[config.mk]
export PLATFORM = sky130hd
export DESIGN_NAME = pif_reg_sequencer
export DESIGN_NICKNAME = d
export VERILOG_FILES = /design/src/rtl/pif_reg_sequencer.sv
export SDC_FILE = /design/constraint.sdc
export NUM_CORES = 1
export LEC_CHECK = 0
export ABC_AREA = 1
export CORE_UTILIZATION = 30
export CTS_BUF_LIST = sky130_fd_sc_hd__clkbuf_2
export CTS_CLUSTER_DIAMETER = 120
export CTS_CLUSTER_SIZE = 12
export DETAILED_ROUTE_END_ITERATION = 7
export DONT_BUFFER_PORTS = 1
export HOLD_SLACK_MARGIN = 0.1
export PLACE_DENSITY_LB_ADDON = 0.1
export SLEW_MARGIN = 5
export SYNTH_ARGS = -nofsm -noshare
export SYNTH_HDL_FRONTEND = slang
export SYNTH_SLANG_ARGS = --single-unit
[constraint.sdc]
create_clock -name sys_clk -period 1.9 [get_ports sys_clk]
set_input_delay 0.38 -clock sys_clk [delete_from_list [all_inputs] [get_ports sys_clk]]
set_output_delay 0.38 -clock sys_clk [all_outputs]
set_load 0.02 [all_outputs]
[src/rtl/pif_reg_sequencer.sv]
// pif_reg_sequencer
// Buffers tagged command bytes from the I2C slave in a small FIFO and turns
// them into register writes on a req/ack bus. An address-tagged byte loads
// the address pointer; a data-tagged byte writes the payload to the register
// the pointer selects. Unknown tags and unacknowledged writes raise sticky
// error flags.
// Optional feature: define PIF_REG_AUTOINC_EN to advance the address pointer
// after every acknowledged write, so a burst of data bytes fills consecutive
// registers. Without it the pointer only moves on address bytes.
module pif_reg_sequencer #(
    parameter int FIFO_DEPTH  = 4,
    parameter int ACK_TIMEOUT = 64
) (
    input  logic                          sys_clk,
    input  logic                          sys_rst,
    input  logic                          rx_valid,
    input  logic [7:0]                    rx_byte,
    output logic                          rx_ready,
    output logic                          reg_wr,
    output logic [5:0]                    reg_addr,
    output logic [5:0]                    reg_wdata,
    input  logic                          reg_ack,
    input  logic                          err_clr,
    output logic                          err_tag,
    output logic                          err_timeout,
    output logic [$clog2(FIFO_DEPTH):0]   fifo_level,
    output logic                          busy
);

    localparam int PTR_W = $clog2(FIFO_DEPTH);
    localparam int LVL_W = PTR_W + 1;
    localparam int TMO_W = $clog2(ACK_TIMEOUT + 1);
    localparam logic [TMO_W-1:0] TMO_LAST  = TMO_W'(ACK_TIMEOUT - 1);
    localparam logic [LVL_W-1:0] LVL_FULL  = LVL_W'(FIFO_DEPTH);
    // Byte tags, matching the A_ADDR / D_ADDR values of pifdefs.v
    localparam logic [1:0]       TAG_ADDR  = 2'b01;
    localparam logic [1:0]       TAG_DATA  = 2'b10;

    typedef enum logic [1:0] {
        ST_IDLE   = 2'd0,
        ST_DECODE = 2'd1,
        ST_WRITE  = 2'd2
    } state_t;

    state_t             state_r;
    state_t             state_next_s;
    logic [7:0]         fifo_mem_r [FIFO_DEPTH];
    logic [PTR_W-1:0]   wr_ptr_r;
    logic [PTR_W-1:0]   rd_ptr_r;
    logic [LVL_W-1:0]   level_r;
    logic [7:0]         head_r;
    logic [5:0]         addr_ptr_r;
    logic [TMO_W-1:0]   tmo_cnt_r;
    logic               reg_wr_r;
    logic [5:0]         reg_addr_r;
    logic [5:0]         reg_wdata_r;
    logic               err_tag_r;
    logic               err_timeout_r;

    logic               full_s;
    logic               empty_s;
    logic               push_s;
    logic               pop_s;
    logic               ld_addr_s;
    logic               start_wr_s;
    logic               bad_tag_s;
    logic               ack_done_s;
    logic               tmo_done_s;

    assign full_s      = (level_r == LVL_FULL);
    assign empty_s     = (level_r == LVL_W'(0));
    // rx_ready is gated by the reset itself so no byte is taken while held
    assign rx_ready    = !sys_rst && !full_s;
    assign push_s      = rx_valid && rx_ready;

    assign reg_wr      = reg_wr_r;
    assign reg_addr    = reg_addr_r;
    assign reg_wdata   = reg_wdata_r;
    assign err_tag     = err_tag_r;
    assign err_timeout = err_timeout_r;
    assign fifo_level  = level_r;
    assign busy        = (state_r != ST_IDLE) || !empty_s;

    // FIFO storage: written on every accepted byte, never reset
    always_ff @(posedge sys_clk) begin
        if (push_s) begin
            fifo_mem_r[wr_ptr_r] <= rx_byte;
        end
    end

    // FIFO pointers and occupancy; push and pop together keep the level
    always_ff @(posedge sys_clk or posedge sys_rst) begin
        if (sys_rst) begin
            wr_ptr_r <= PTR_W'(0);
            rd_ptr_r <= PTR_W'(0);
            level_r  <= LVL_W'(0);
        end else begin
            if (push_s) begin
                wr_ptr_r <= wr_ptr_r + PTR_W'(1);
            end
            if (pop_s) begin
                rd_ptr_r <= rd_ptr_r + PTR_W'(1);
            end
            case ({push_s, pop_s})
                2'b10:   level_r <= level_r + LVL_W'(1);
                2'b01:   level_r <= level_r - LVL_W'(1);
                default: level_r <= level_r;
            endcase
        end
    end

    // Sequencer state register
    always_ff @(posedge sys_clk or posedge sys_rst) begin
        if (sys_rst) begin
            state_r <= ST_IDLE;
        end else begin
            state_r <= state_next_s;
        end
    end

    // Next-state decode
    always_comb begin
        state_next_s = state_r;
        case (state_r)
            ST_IDLE: begin
                if (!empty_s) begin
                    state_next_s = ST_DECODE;
                end else begin
                    state_next_s = ST_IDLE;
                end
            end
            ST_DECODE: begin
                if (start_wr_s) begin
                    state_next_s = ST_WRITE;
                end else begin
                    state_next_s = ST_IDLE;
                end
            end
            ST_WRITE: begin
                if (ack_done_s || tmo_done_s) begin
                    state_next_s = ST_IDLE;
                end else begin
                    state_next_s = ST_WRITE;
                end
            end
            default: state_next_s = ST_IDLE;
        endcase
    end

    // Per-state control strobes; an ack beats a timeout in the same cycle
    always_comb begin
        pop_s      = 1'b0;
        ld_addr_s  = 1'b0;
        start_wr_s = 1'b0;
        bad_tag_s  = 1'b0;
        ack_done_s = 1'b0;
        tmo_done_s = 1'b0;
        case (state_r)
            ST_IDLE: begin
                pop_s = !empty_s;
            end
            ST_DECODE: begin
                if (head_r[7:6] == TAG_ADDR) begin
                    ld_addr_s = 1'b1;
                end else if (head_r[7:6] == TAG_DATA) begin
                    start_wr_s = 1'b1;
                end else begin
                    bad_tag_s = 1'b1;
                end
            end
            ST_WRITE: begin
                if (reg_ack) begin
                    ack_done_s = 1'b1;
                end else begin
                    tmo_done_s = (tmo_cnt_r == TMO_LAST);
                end
            end
            default: begin
                pop_s = 1'b0;
            end
        endcase
    end

    // Datapath: head byte, address pointer, write request and sticky errors
    always_ff @(posedge sys_clk or posedge sys_rst) begin
        if (sys_rst) begin
            head_r        <= 8'd0;
            addr_ptr_r    <= 6'd0;
            tmo_cnt_r     <= TMO_W'(0);
            reg_wr_r      <= 1'b0;
            reg_addr_r    <= 6'd0;
            reg_wdata_r   <= 6'd0;
            err_tag_r     <= 1'b0;
            err_timeout_r <= 1'b0;
        end else begin
            if (pop_s) begin
                head_r <= fifo_mem_r[rd_ptr_r];
            end

            if (ld_addr_s) begin
                addr_ptr_r <= head_r[5:0];
`ifdef PIF_REG_AUTOINC_EN
            end else if (ack_done_s) begin
                addr_ptr_r <= addr_ptr_r + 6'd1;
`endif
            end

            if (start_wr_s) begin
                reg_wr_r    <= 1'b1;
                reg_addr_r  <= addr_ptr_r;
                reg_wdata_r <= head_r[5:0];
                tmo_cnt_r   <= TMO_W'(0);
            end else if (ack_done_s || tmo_done_s) begin
                reg_wr_r    <= 1'b0;
            end else if (state_r == ST_WRITE) begin
                tmo_cnt_r   <= tmo_cnt_r + TMO_W'(1);
            end

            // A set event in the same cycle as err_clr keeps the flag set
            if (bad_tag_s) begin
                err_tag_r <= 1'b1;
            end else if (err_clr) begin
                err_tag_r <= 1'b0;
            end
            if (tmo_done_s) begin
                err_timeout_r <= 1'b1;
            end else if (err_clr) begin
                err_timeout_r <= 1'b0;
            end
        end
    end

endmodule

# [After elaboration in Yosys (flattened, before gate mapping)]
# Memory sizes are Yosys's and may differ from the RTL's. A register that Yosys moved wholly into a read port is not among the register bits.
# Cells that the tools add are included.
[word_totals] ff_bits=37 ramBits=32 input_bits=13 mem_count=1
[mem_list] name="fifo_mem_r" words=4 width=8 rd=1 rd_ports_with_merged_regs=1 wr=1 line_no="47" text="logic [7:0] fifo_mem_r [FIFO_DEPTH];"
[classes] n_addsub=5 eq_ne=9 mux=28 reduce_logical=16
[ops] op="1-bit two-way mux" n=21
[ops] op="7-bit two-way mux" n=3
[ops] op="2-bit nonzero test" n=6
[ops] op="7-bit by 1-bit adder with 7-bit output (second input constant)" n=1
[ops] op="7-bit by 6-bit equality test with 1-bit output (second input constant)" n=1
[ops] op="2-bit by 1-bit equality test with 1-bit output (second input constant)" n=3
[ops] op="2-bit equality test (second input constant)" n=3
[ops] op="2-bit case mux with 3 select lines" n=1
[ops] op="3-bit case mux with 2 select lines" n=1
[ops] op="2-bit by 1-bit adder with 2-bit output (second input constant)" n=2
[ops] op="2-bit two-way mux" n=2
[ops] op="3-bit by 1-bit adder with 3-bit output (second input constant)" n=1
[ops] op="3-bit equality test (second input constant)" n=1
[ops] op="1-bit zero test" n=3
[ops] op="3-bit zero test" n=1
[ops] op="3-bit by 1-bit subtractor with 3-bit output (second input constant)" n=1
[ops] op="1-bit logical AND" n=2
[ops] op="2-bit zero test" n=1
[ops] op="1-bit logical OR" n=2
[ops] op="2-bit != test (second input constant)" n=1
[ops] op="2-bit AND reduction" n=1

# [Longest topological paths before layout]
# Gate-level depths: netlist of the first run.
[depth] word_depth=6 mapped_depth=9 depth_no_buf=9

# [Worst setup path after synthesis of the first run]
# Ideal clock, no wire load.
[synth_timing] kind="flip-flop to flip-flop" start="register level_r[0], in the netlist fifo_level[0]" end="register level_r[2], in the netlist fifo_level[2]" setup_time_ns=0.131 t_arrival_ns=2.239 required_time_ns=1.769 path_slack_ns=-0.469 stages_incl_launch_ff=9 synth_period_minus_slack_ns=2.369 path_cell_list="dfrtp_1 nor2_1 a21oi_1 nand2_2 ha_1 fa_1 a21oi_1 o21ai_0 xor2_1"
[synth_between] elab_chain_cells=6 word_cells_on_any_way=13
[synth_lines] element="start: declaration" line_no="50" text="logic [LVL_W-1:0] level_r;"
[synth_lines] element="start signal: assignment" line_no="105" text="2'b10: level_r <= level_r + LVL_W'(1);"
[synth_lines] element="start signal: assignment" line_no="106" text="2'b01: level_r <= level_r - LVL_W'(1);"
[synth_lines] element="start signal: assignment" line_no="107" text="default: level_r <= level_r;"
[synth_lines] element="3-bit equality test *" line_no="70" text="assign full_s = (level_r == LVL_FULL);"
[synth_lines] element="1-bit zero test *" line_no="73" text="assign rx_ready = !sys_rst && !full_s;"
[synth_lines] element="1-bit logical AND *" line_no="73"
[synth_lines] element="named net rx_ready" line_no="18" text="output logic rx_ready,"
[synth_lines] element="1-bit logical AND *" line_no="74" text="assign push_s = rx_valid && rx_ready;"
[synth_lines] element="2-bit by 1-bit equality test with 1-bit output or 2-bit equality test (tied branches)" line_no="104" text="case ({push_s, pop_s})"
[synth_lines] element="3-bit case mux with 2 select lines or 2-bit nonzero test (tied branches)"
# Mark *: on every way through the listed nets, which the timed path passes. The rest lies on a longest branch.
# A chain may end at the register's enable or synchronous reset.

# [Worst setup path after layout of the first run]
[layout_timing] start="register level_r[0], in the netlist fifo_level[0]" end="register level_r[2], in the netlist fifo_level[2]"
[layout_between] word_cells_on_any_way=13
[layout_rtl] element="3-bit zero test *" line_no="71" text="assign empty_s = (level_r == LVL_W'(0));"
[layout_rtl] element="1-bit zero test *" line_no="160" text="pop_s = !empty_s;"
[layout_rtl] element="1-bit two-way mux *" line_no="158" text="case (state_r)"
[layout_rtl] element="named net pop_s" line_no="63" text="logic pop_s;"
[layout_rtl] element="2-bit by 1-bit equality test with 1-bit output or 2-bit equality test (tied branches)" line_no="104"
[layout_rtl] element="3-bit case mux with 2 select lines or 2-bit nonzero test (tied branches)"
# Marked as above.

==> results.md, run 1 <==
- Status: finished clean
- PnR worst setup slack: 0.1037 ns
- CTS buffer count: 9
- Register area share after synthesis: 0.6440
- Area Growth Syn to Fin: 16.68%
- CTS tree: built
- Core Util, Final: 0.3630
- DRC: 0
- Cell variety after synth: 25
- Flops & latches, synth: 77
- Final HPWL DP: 4106 µm
- Final hold violation count: 0
- Area contributors post-synth: dfrtp_1 35%, edfxtp_1 30%, nand2_1 9.8%
- Lkg Pwr: 1.684 nW
- Top Usage Layer GRT: met2
- Die height: 105.9 µm
- Final nets: 372
- Placer Congestion: 0.7310
- PD cells: 1426 nW/µm²
- Cell Count, Final, Fillers Out: 491
- Async set-reset flop share out of synthesis: 0.5844
- Worst Reg-to-Reg Cells: 9
- Initial antenna violation count: 0
- GR Overflow Total: 0
- Dpl cells: 460
- Maximum fanout along the worst path: 3
- Ant. Diodes: 0
- First-pass DRT Iterations: 4
- Via density: 4.336
- Vias: 2129
- Die area: 11220 µm²
- Worst-Skew Late Latency: 0.50 ns
- IO Pins: 33
- Number of synthesized flops with an enable pin: 32
- Yosys warns: 0
- Clk_skew: 0.01647 ns
- Tightest Pin Transition: 0.6008 ns
- Combinational share of power: 0.375
- Max-Cap Viols: 0
- Vias in the first global route: 2111
- Startpoint Class: flip-flop
- Max Buffers Root-to-Sink: 2
- Post-route ant nets: 0
- Fin. max-slew vios: 0
- Fmax: 556.7 MHz
- Root Driver: clkbuf_2
- Post-synth top cells: 85 x nand2_1, 45 x dfrtp_1, 33 x nor2_1, 32 x edfxtp_1, 28 x inv_1
- Internal: 3.170 mW
- Wire per inst: 12.66 µm
- WHS: 0.1935 ns
- Synth area leader: dfrtp_1
- Syn_area_per_cell: 10.19 µm²
- Worst min-delay path category: in -> reg
- Drt total wl: 6215 µm
- Cells after synthesis: 318
- Type of the worst setup path: reg -> reg
- Maximum vdd drop: 0.5811 mV
- Setup WS pre-CTS: 0.06763 ns
- Iter 0 DRT Violations: 86
- Slew HR: 0.5995
- Met2 usage: 0.1923
- Clock power frac: 0.131
- Worst Path Arrival: 2.21 ns
- Area of the core: 10420 µm²
- Switching Fraction: 0.4121
- P_sw: 2.221 mW
- Crit share post-route: 0.9454
- Met3 Use GR: 0.04721
- Ratio of cells with drive above 1 in the final layout: 0.1493
- First-pass GRT wire length: 10610 µm
- Port bufs: 0
- Largest net degree at the start of global routing: 46
- Ys flop type: dfrtp_1
- Chip width: 105.9 µm
- CTS sink cnt: 77
- Post-Syn Nets: 340
- Top-area cell type share of the netlist area: 0.3475
- CP endpoint kind: flip-flop
- # rows: 37
- Synthesized area: 3241 µm²
- Htree depth: 3
- Met1 Use GR: 0.1573
- Power share of the sequential group: 0.494
- Final setup fails: 0
- WHS Path Cells: 4
- GR Util All Layers: 0.1247
- Starting Density: 0.3111
- Minimum clock period: 1.796 ns
- Count leader, synth: nand2_1
- CTS clk-pin slew, worst paths: 0.20 ns
- Worst endpoint required time: 2.32 ns
[registers in the layout, summed over array words and instances, names as in the netlist, 2 cells and up]
name,count
reg_wdata,6
rd_ptr_r,2
head_r,8
fifo_mem_r,32
fifo_level,3
tmo_cnt_r,7
state_r,2
reg_addr,6
wr_ptr_r,2
addr_ptr_r,6
[layer usage]
metal | part of all wire | up-vias
met5 | 0 | -
met4 | 0.017 | 0
met3 | 0.045 | 9
met2 | 0.45 | 42
met1 | 0.48 | 985
li1 | - | 1093
[final timing paths]
check                                          start                   endpoint  slack [ns]
min                                          sys_rst  fifo_level[0]$_DFFE_PP0P_        0.19
min reg2reg                addr_ptr_r[0]$_DFFE_PP0P_    reg_addr[0]$_DFFE_PP0N_        0.50
min in group asynchronous                    sys_rst  fifo_level[2]$_DFFE_PP0P_        0.34
max reg2reg                fifo_level[0]$_DFFE_PP0P_  fifo_level[2]$_DFFE_PP0P_        0.10
max                        fifo_level[0]$_DFFE_PP0P_  fifo_level[2]$_DFFE_PP0P_        0.10
max in group asynchronous                    sys_rst    rd_ptr_r[0]$_DFFE_PP0P_        1.33
[area by class of cell]
type	count	area, µm²
Clock buffer	10	50.05
Clock inverter	6	30.03
Fill cell	1053	6635
Inverter	33	123.9
Multi-Input combinational cell	199	1037
Sequential cell	77	2090
Tap cell	136	170.2
Timing Repair Buffer	30	280.3
[what timing repair did]
| item | CTS | global route |
|---|---|---|
| gates resized for setup | 0 | 6 |
| hold buffers | 13 | 1 |
| hold endpoints to repair | 81 | 1 |
| setup endpoints to repair | 0 | 2 |
| setup buffers | 0 | 1 |
[power by group through the flow]
| stage | logic, mW | registers [mW] | clock network, mW |
|---|---|---|---|
| floorplan | 1.44 | 2.64 | 0 |
| global placement | 1.96 | 2.70 | 0 |
| detailed placement | 1.98 | 2.71 | 0 |
| CTS | 2.02 | 2.67 | 0.762 |
| global route | 2.36 | 2.73 | 0.817 |
| finish | 2.02 | 2.66 | 0.705 |
[critical path, stage by stage (launching register included)]
cell and delay, ns:
dfrtp_2 0.47, nor2_4 0.14, nand2_1 0.07, nand3_1 0.10, inv_2 0.07, ha_4 0.17, fa_2 0.35, a21oi_2 0.13
o21ai_1 0.08, xor2_1 0.14
[layout by cell type (no fill, tap or decap), drive strengths merged]
cell type,count
nand2,86
dfrtp,45
o21ai,41
nor2,37
inv,33
edfxtp,32
buf,16
dlygate4sd3,14
nand3,13
clkbuf,10
ha,8
clkinv,5
xor2,4
a21oi,3
nand4,2
nand3b,1
o21bai,1
xnor2,1
mux2,1
fa,1
clkinvlp,1
[kinds of logic after synthesis]
| logic type | synth area share |
|---|---|
| AND/OR/NAND/NOR | 0.1803 |
| flip-flops | 0.6440 |
| AO/OA/AOI/OAI | 0.07027 |
| buffers and inverters | 0.05135 |
| adder cells (fa/ha/maj) | 0.03707 |
| XOR/XNOR | 0.01351 |
| multiplexers | 0.003475 |
[through the flow]
stage          power [mW]  setup TNS (ns)  area (µm²)
6_report            5.391               0        3781
2_1_floorplan       4.088               0        3279
3_3_place_gp        4.660               0        3532
3_5_place_dp        4.687               0        3532
4_1_cts             5.450               0        3742
5_1_grt             5.911       -0.007920        3781
(Power assumes the default switching activity.)
==> run 2: changes to the inputs <==
--- a/config.mk
+++ b/config.mk
@@ -6,6 +6,7 @@
 export NUM_CORES = 1
 export LEC_CHECK = 0
 export ABC_AREA = 1
+export CORE_MARGIN = 2
 export CORE_UTILIZATION = 30
 export CTS_BUF_LIST = sky130_fd_sc_hd__clkbuf_2
 export CTS_CLUSTER_DIAMETER = 120
==> results.md, run 2 (synthesized netlist as in run 1, its figures left out) <==
- Status: finished clean
- Final HPWL DP: 4252 µm
- Area of the core: 10420 µm²
- Critical Path Source: fifo_level[0]$_DFFE_PP0P_
- Largest net degree at the start of global routing: 29
- Iter 0 DRT Violations: 109
- DRC: 0
- IO Pins: 33
- Drt total wl: 6400 µm
- CTS buffer count: 9
- Total Power: 5.443 mW
- Max-Cap Viols: 0
- Cell Count, Final, Fillers Out: 492
- Setup WS pre-CTS: 0.07344 ns
- Fillers: 1059
- Largest register FFs: 32
- Final setup fails: 0
- Worst-Skew Late Latency: 0.54 ns
- GR Overflow Total: 0
- Port bufs: 0
- Wire per inst: 13.01 µm
- Area Growth Syn to Fin: 16.80%
- Final nets: 373
- Placed inst area: 3540 µm²
- Worst Reg-to-Reg Cells: 9
- Starting Density: 0.3111
- Htree depth: 3
- Max Buffers Root-to-Sink: 2
- FF-to-FF End: fifo_level[2]$_DFFE_PP0P_
- CTS tree: built
- Most frequent cells in the layout: 85 x nand2_1, 43 x dfrtp_1, 32 x nor2_1, 32 x edfxtp_1, 26 x inv_1
- Fmax: 551.2 MHz
- Vias: 2124
- CTS sink cnt: 77
- CTS clk-pin slew, worst paths: 0.21 ns
- Post-route ant nets: 0
- PnR worst setup slack: 0.08593 ns
- Crit path capture: rx_ready
- # rows: 37
- Maximum fanout along the worst path: 3
- Most common cell after layout, fill and taps aside: nand2_1
- Root Driver: clkbuf_2
- Maximum vdd drop: 0.4905 mV
- PD cells: 1438 nW/µm²
- Dpl cells: 461
- Crit share post-route: 0.9548
- Slew HR: 0.6258
- Minimum clock period: 1.814 ns
- Worst endpoint required time: 1.52 ns
- CP endpoint kind: output port
- Ant. Diodes: 0
- Core Util, Final: 0.3634
- Startpoint Class: flip-flop
- Placer Congestion: 0.7422
- GR Util All Layers: 0.1233
- FF-to-FF Start: fifo_level[0]$_DFFE_PP0P_
- Via density: 4.317
- Final hold violation count: 0
- Reg with most FFs: fifo_mem_r
- Vias in the first global route: 2142
- Worst min-delay path category: in -> reg
- Tightest Pin Transition: 0.5613 ns
- First-pass GRT wire length: 10800 µm
- Lkg Pwr: 1.697 nW
- Registers with the most flip-flops: fifo_mem_r x32, head_r x8, tmo_cnt_r x7
- Chip width: 107.9 µm
- Worst Path Arrival: 1.43 ns
- Die area: 11650 µm²
- R2r setup slk: 0.09 ns
- Final instance area: 3785 µm²
- Die height: 107.9 µm
- First-pass DRT Iterations: 4
- Ratio of cells with drive above 1 in the final layout: 0.1545
- Fin. max-slew vios: 0
- Initial antenna violation count: 0
- Type of the worst setup path: reg -> out
- Clk_skew: 0.03279 ns
==> run 2: through the flow <==
step                       TNS, ns  hold WS (ns)
final                            0        0.1570
after global routing      -0.01232        0.1367
after CTS                        0        0.1162
after detailed placement         0        0.2943
after global placement           0        0.3007
after floorplan                  0        0.4422
==> run 2: critical path, stage by stage, from the launching register on <==
cell and delay (ns):
dfrtp_2 0.46, nor2_4 0.14, buf_6 0.12, a21oi_4 0.06
buf_6 0.14
==> run 2: final cells by class <==
class | count | area [µm²] | area share
well taps | 136 | 170.2 | 0.04496
repair buffers | 31 | 285.3 | 0.07537
clock buffers | 10 | 50.05 | 0.01322
clock inverters | 6 | 40.04 | 0.01058
inverters | 33 | 123.9 | 0.03273
multi-input cells | 199 | 1026 | 0.2711
flip-flops and latches | 77 | 2090 | 0.5521
==> run 2: what timing repair did <==
| action | 4_1_cts | 5_1_grt |
|---|---|---|
| resized for setup | 0 | 4 |
| hold buffers | 13 | 0 |
| setup buffers | 0 | 2 |
| endpoints found under the hold margin | 83 | 0 |
| setup endpoints to repair | 0 | 2 |
==> run 2: report_power, final <==
part | internal, mW | switching, mW | leakage [nW]
logic | 0.806 | 1.22 | 0.776
registers | 2.20 | 0.458 | 0.859
clock network | 0.175 | 0.592 | 0.0617
==> run 2: how the worst min path moves through the flow <==
| stage | slack (ns) | end | start | cells after the start |
|---|---|---|---|---|
| after CTS | 0.12 | state_r[1]$_DFF_PP0_ | reg_ack | 3 |
| after floorplan | 0.44 | reg_addr[0]$_DFFE_PP0N_ | addr_ptr_r[0]$_DFFE_PP0P_ | 2 |
| after detailed placement | 0.29 | err_tag$_DFFE_PP0P_ | sys_rst | 1 |
| after global routing | 0.14 | tmo_cnt_r[0]$_DFFE_PP0P_ | reg_ack | 5 |
| final | 0.16 | reg_wr$_DFFE_PP0P_ | reg_ack | 4 |
| after global placement | 0.30 | err_tag$_DFFE_PP0P_ | sys_rst | 1 |
==> run 2: routing by layer <==
layer	wire, µm	GRT usage
met3	338	0.03134
met4	131	0.06593
met1	3098	0.1574
met2	2831	0.1927
met5	0	0
==> run 3: changes to the inputs <==
--- a/config.mk
+++ b/config.mk
@@ -7,7 +7,7 @@
 export LEC_CHECK = 0
 export ABC_AREA = 1
 export CORE_MARGIN = 2
-export CORE_UTILIZATION = 30
+export CORE_UTILIZATION = 35
 export CTS_BUF_LIST = sky130_fd_sc_hd__clkbuf_2
 export CTS_CLUSTER_DIAMETER = 120
 export CTS_CLUSTER_SIZE = 12
==> results.md, run 3 (synthesized netlist as in run 1, its figures left out) <==
- Via density: 4.547
- Core Util, Final: 0.4148
- Tightest Pin Transition: 0.5683 ns
- PD cells: 1479 nW/µm²
- WHS Path Cells: 3
- Largest register FFs: 32
- Final hold violation count: 0
- Status: finished clean
- Die area: 10050 µm²
- Worst-Skew Late Latency: 0.51 ns
- Cell chain of the critical path: nor2_4, buf_6, a21oi_4, buf_4
- Worst endpoint required time: 1.52 ns
- Port bufs: 0
- Most frequent cells in the layout: 85 x nand2_1, 43 x dfrtp_1, 32 x nor2_1, 32 x edfxtp_1, 26 x inv_1
- Maximum fanout along the worst path: 3
- Post-route ant nets: 0
- GR Overflow Total: 0
- Clk_skew: 0.02724 ns
- Ant. Diodes: 0
- Vias in the first global route: 2043
- Maximum vdd drop: 0.5379 mV
- Registers with the most flip-flops: fifo_mem_r x32, head_r x8, tmo_cnt_r x7
- Fmax: 561.4 MHz
- Minimum clock period: 1.781 ns
- CP endpoint kind: output port
- Dpl cells: 435
- CTS buffer count: 9
- IO Pins: 33
- Startpoint Class: flip-flop
- Final instance area: 3779 µm²
- Iter 0 DRT Violations: 84
- Number of cells on the critical path: 4
- Final setup fails: 0
- Reg with most FFs: fifo_mem_r
- Root Driver: clkbuf_2
- Final HPWL DP: 3911 µm
- Max Buffers Root-to-Sink: 2
- Area Growth Syn to Fin: 16.60%
- Max incr delay on CP: 0.46 ns
- GR Util All Layers: 0.1295
- First-pass GRT wire length: 9977 µm
- Largest net degree at the start of global routing: 28
- Placer Congestion: 0.7193
- Chip width: 100.2 µm
- Worst min-delay path category: in -> reg
- CTS sink cnt: 77
- CP Buf/Inv Count: 2
- Cell Count, Final, Fillers Out: 466
- Final nets: 372
- CTS tree: built
- Die height: 100.2 µm
- Lkg Pwr: 1.708 nW
- Area of the core: 9109 µm²
- Wire per inst: 12.69 µm
- Crit share post-route: 0.9375
- Placed inst area: 3501 µm²
- Worst Path Arrival: 1.40 ns
- CTS clk-pin slew, worst paths: 0.20 ns
- Slew HR: 0.6211
- Most common cell after layout, fill and taps aside: nand2_1
- Max stage delay cell, worst path: dfrtp_2
- Max-Cap Viols: 0
- Ratio of cells with drive above 1 in the final layout: 0.1577
- Starting Density: 0.3558
- First-pass DRT Iterations: 4
- Vias: 2119
- DRC: 0
- Top delay family on crit path: flip-flops
- Type of the worst setup path: reg -> out
- # rows: 35
- Fin. max-slew vios: 0
- Worst Reg-to-Reg Cells: 9
- Initial antenna violation count: 0
- Drt total wl: 5912 µm
- Htree depth: 3
run 3: cell count changes in the layout (fill, tap and decap cells not counted), sizes merged:
cell / previous run / this run
bufinv: 0 / 1
clkbuf: 10 / 9
clkinv: 5 / 1
dlygate4sd3: 13 / 12
inv: 33 / 37
run 3: repair_timing:
| item | CTS | global route |
|---|---|---|
| hold buffers | 12 | 0 |
| gates resized for setup | 0 | 4 |
| hold endpoints to repair | 80 | 0 |
| endpoints found under the setup margin | 0 | 3 |
| buffers inserted | 0 | 3 |
run 3: worst paths after layout:
kind / slack (ns) / endpoint / from
max in group asynchronous: 1.06 / fifo_level[0]$_DFFE_PP0P_ / sys_rst
worst min register to register: 0.50 / reg_addr[3]$_DFFE_PP0N_ / addr_ptr_r[3]$_DFFE_PP0P_
worst max register to register: 0.13 / fifo_level[2]$_DFFE_PP0P_ / fifo_level[1]$_DFFE_PP0P_
min in group asynchronous: 0.32 / reg_addr[2]$_DFFE_PP0N_ / sys_rst
worst min-delay path: 0.16 / wr_ptr_r[0]$_DFFE_PP0P_ / rx_valid
worst max-delay path: 0.12 / rx_ready / fifo_level[0]$_DFFE_PP0P_
run 3: power by group:
group | leakage (nW) | total, mW | internal (mW) | switching [mW]
Clock | 0.0738 | 0.927 | 0.323 | 0.605
Sequential | 0.859 | 2.66 | 2.19 | 0.469
Combinational | 0.775 | 2.00 | 0.808 | 1.19
Total | 1.71 | 5.59 | 3.33 | 2.26
run 3: layer usage:
layer	track usage	vias to the layer above	share of wire
met5	0	-	0
met4	0.06006	0	0.0096
met3	0.03134	5	0.038
met2	0.2019	37	0.46
met1	0.1710	978	0.49
li1	-	1099	-
run 3: worst reg2reg max path: stages, from the launching register on:
cell     delay (ns)
dfrtp_2        0.44
nor2_4         0.05
buf_6          0.11
a21oi_4        0.14
nand2_4        0.08
ha_4           0.17
fa_2           0.33
a21oi_1        0.14
o21ai_1        0.09
xor2_1         0.14
run 3: layout make-up:
cell class	count	area, µm²
clock inverter	7	78.83
timing repair buffer	30	271.5
clock buffer	9	45.04
sequential	77	2090
multi-input combinational	199	1031
inverter	33	123.9
tap	111	138.9
fill	885	5330
run 3: metrics by stage:
step | setup WS [ns] | hold slack, ns | TNS [ns] | power [mW]
2_1_floorplan | 0.005987 | 0.4422 | 0 | 4.088
3_3_place_gp | 0.09618 | 0.2952 | 0 | 4.630
3_5_place_dp | 0.07786 | 0.2991 | 0 | 4.648
4_1_cts | 0.05115 | 0.1016 | 0 | 5.625
5_1_grt | -0.004714 | 0.1202 | -0.004714 | 6.110
6_report | 0.1188 | 0.1604 | 0 | 5.589
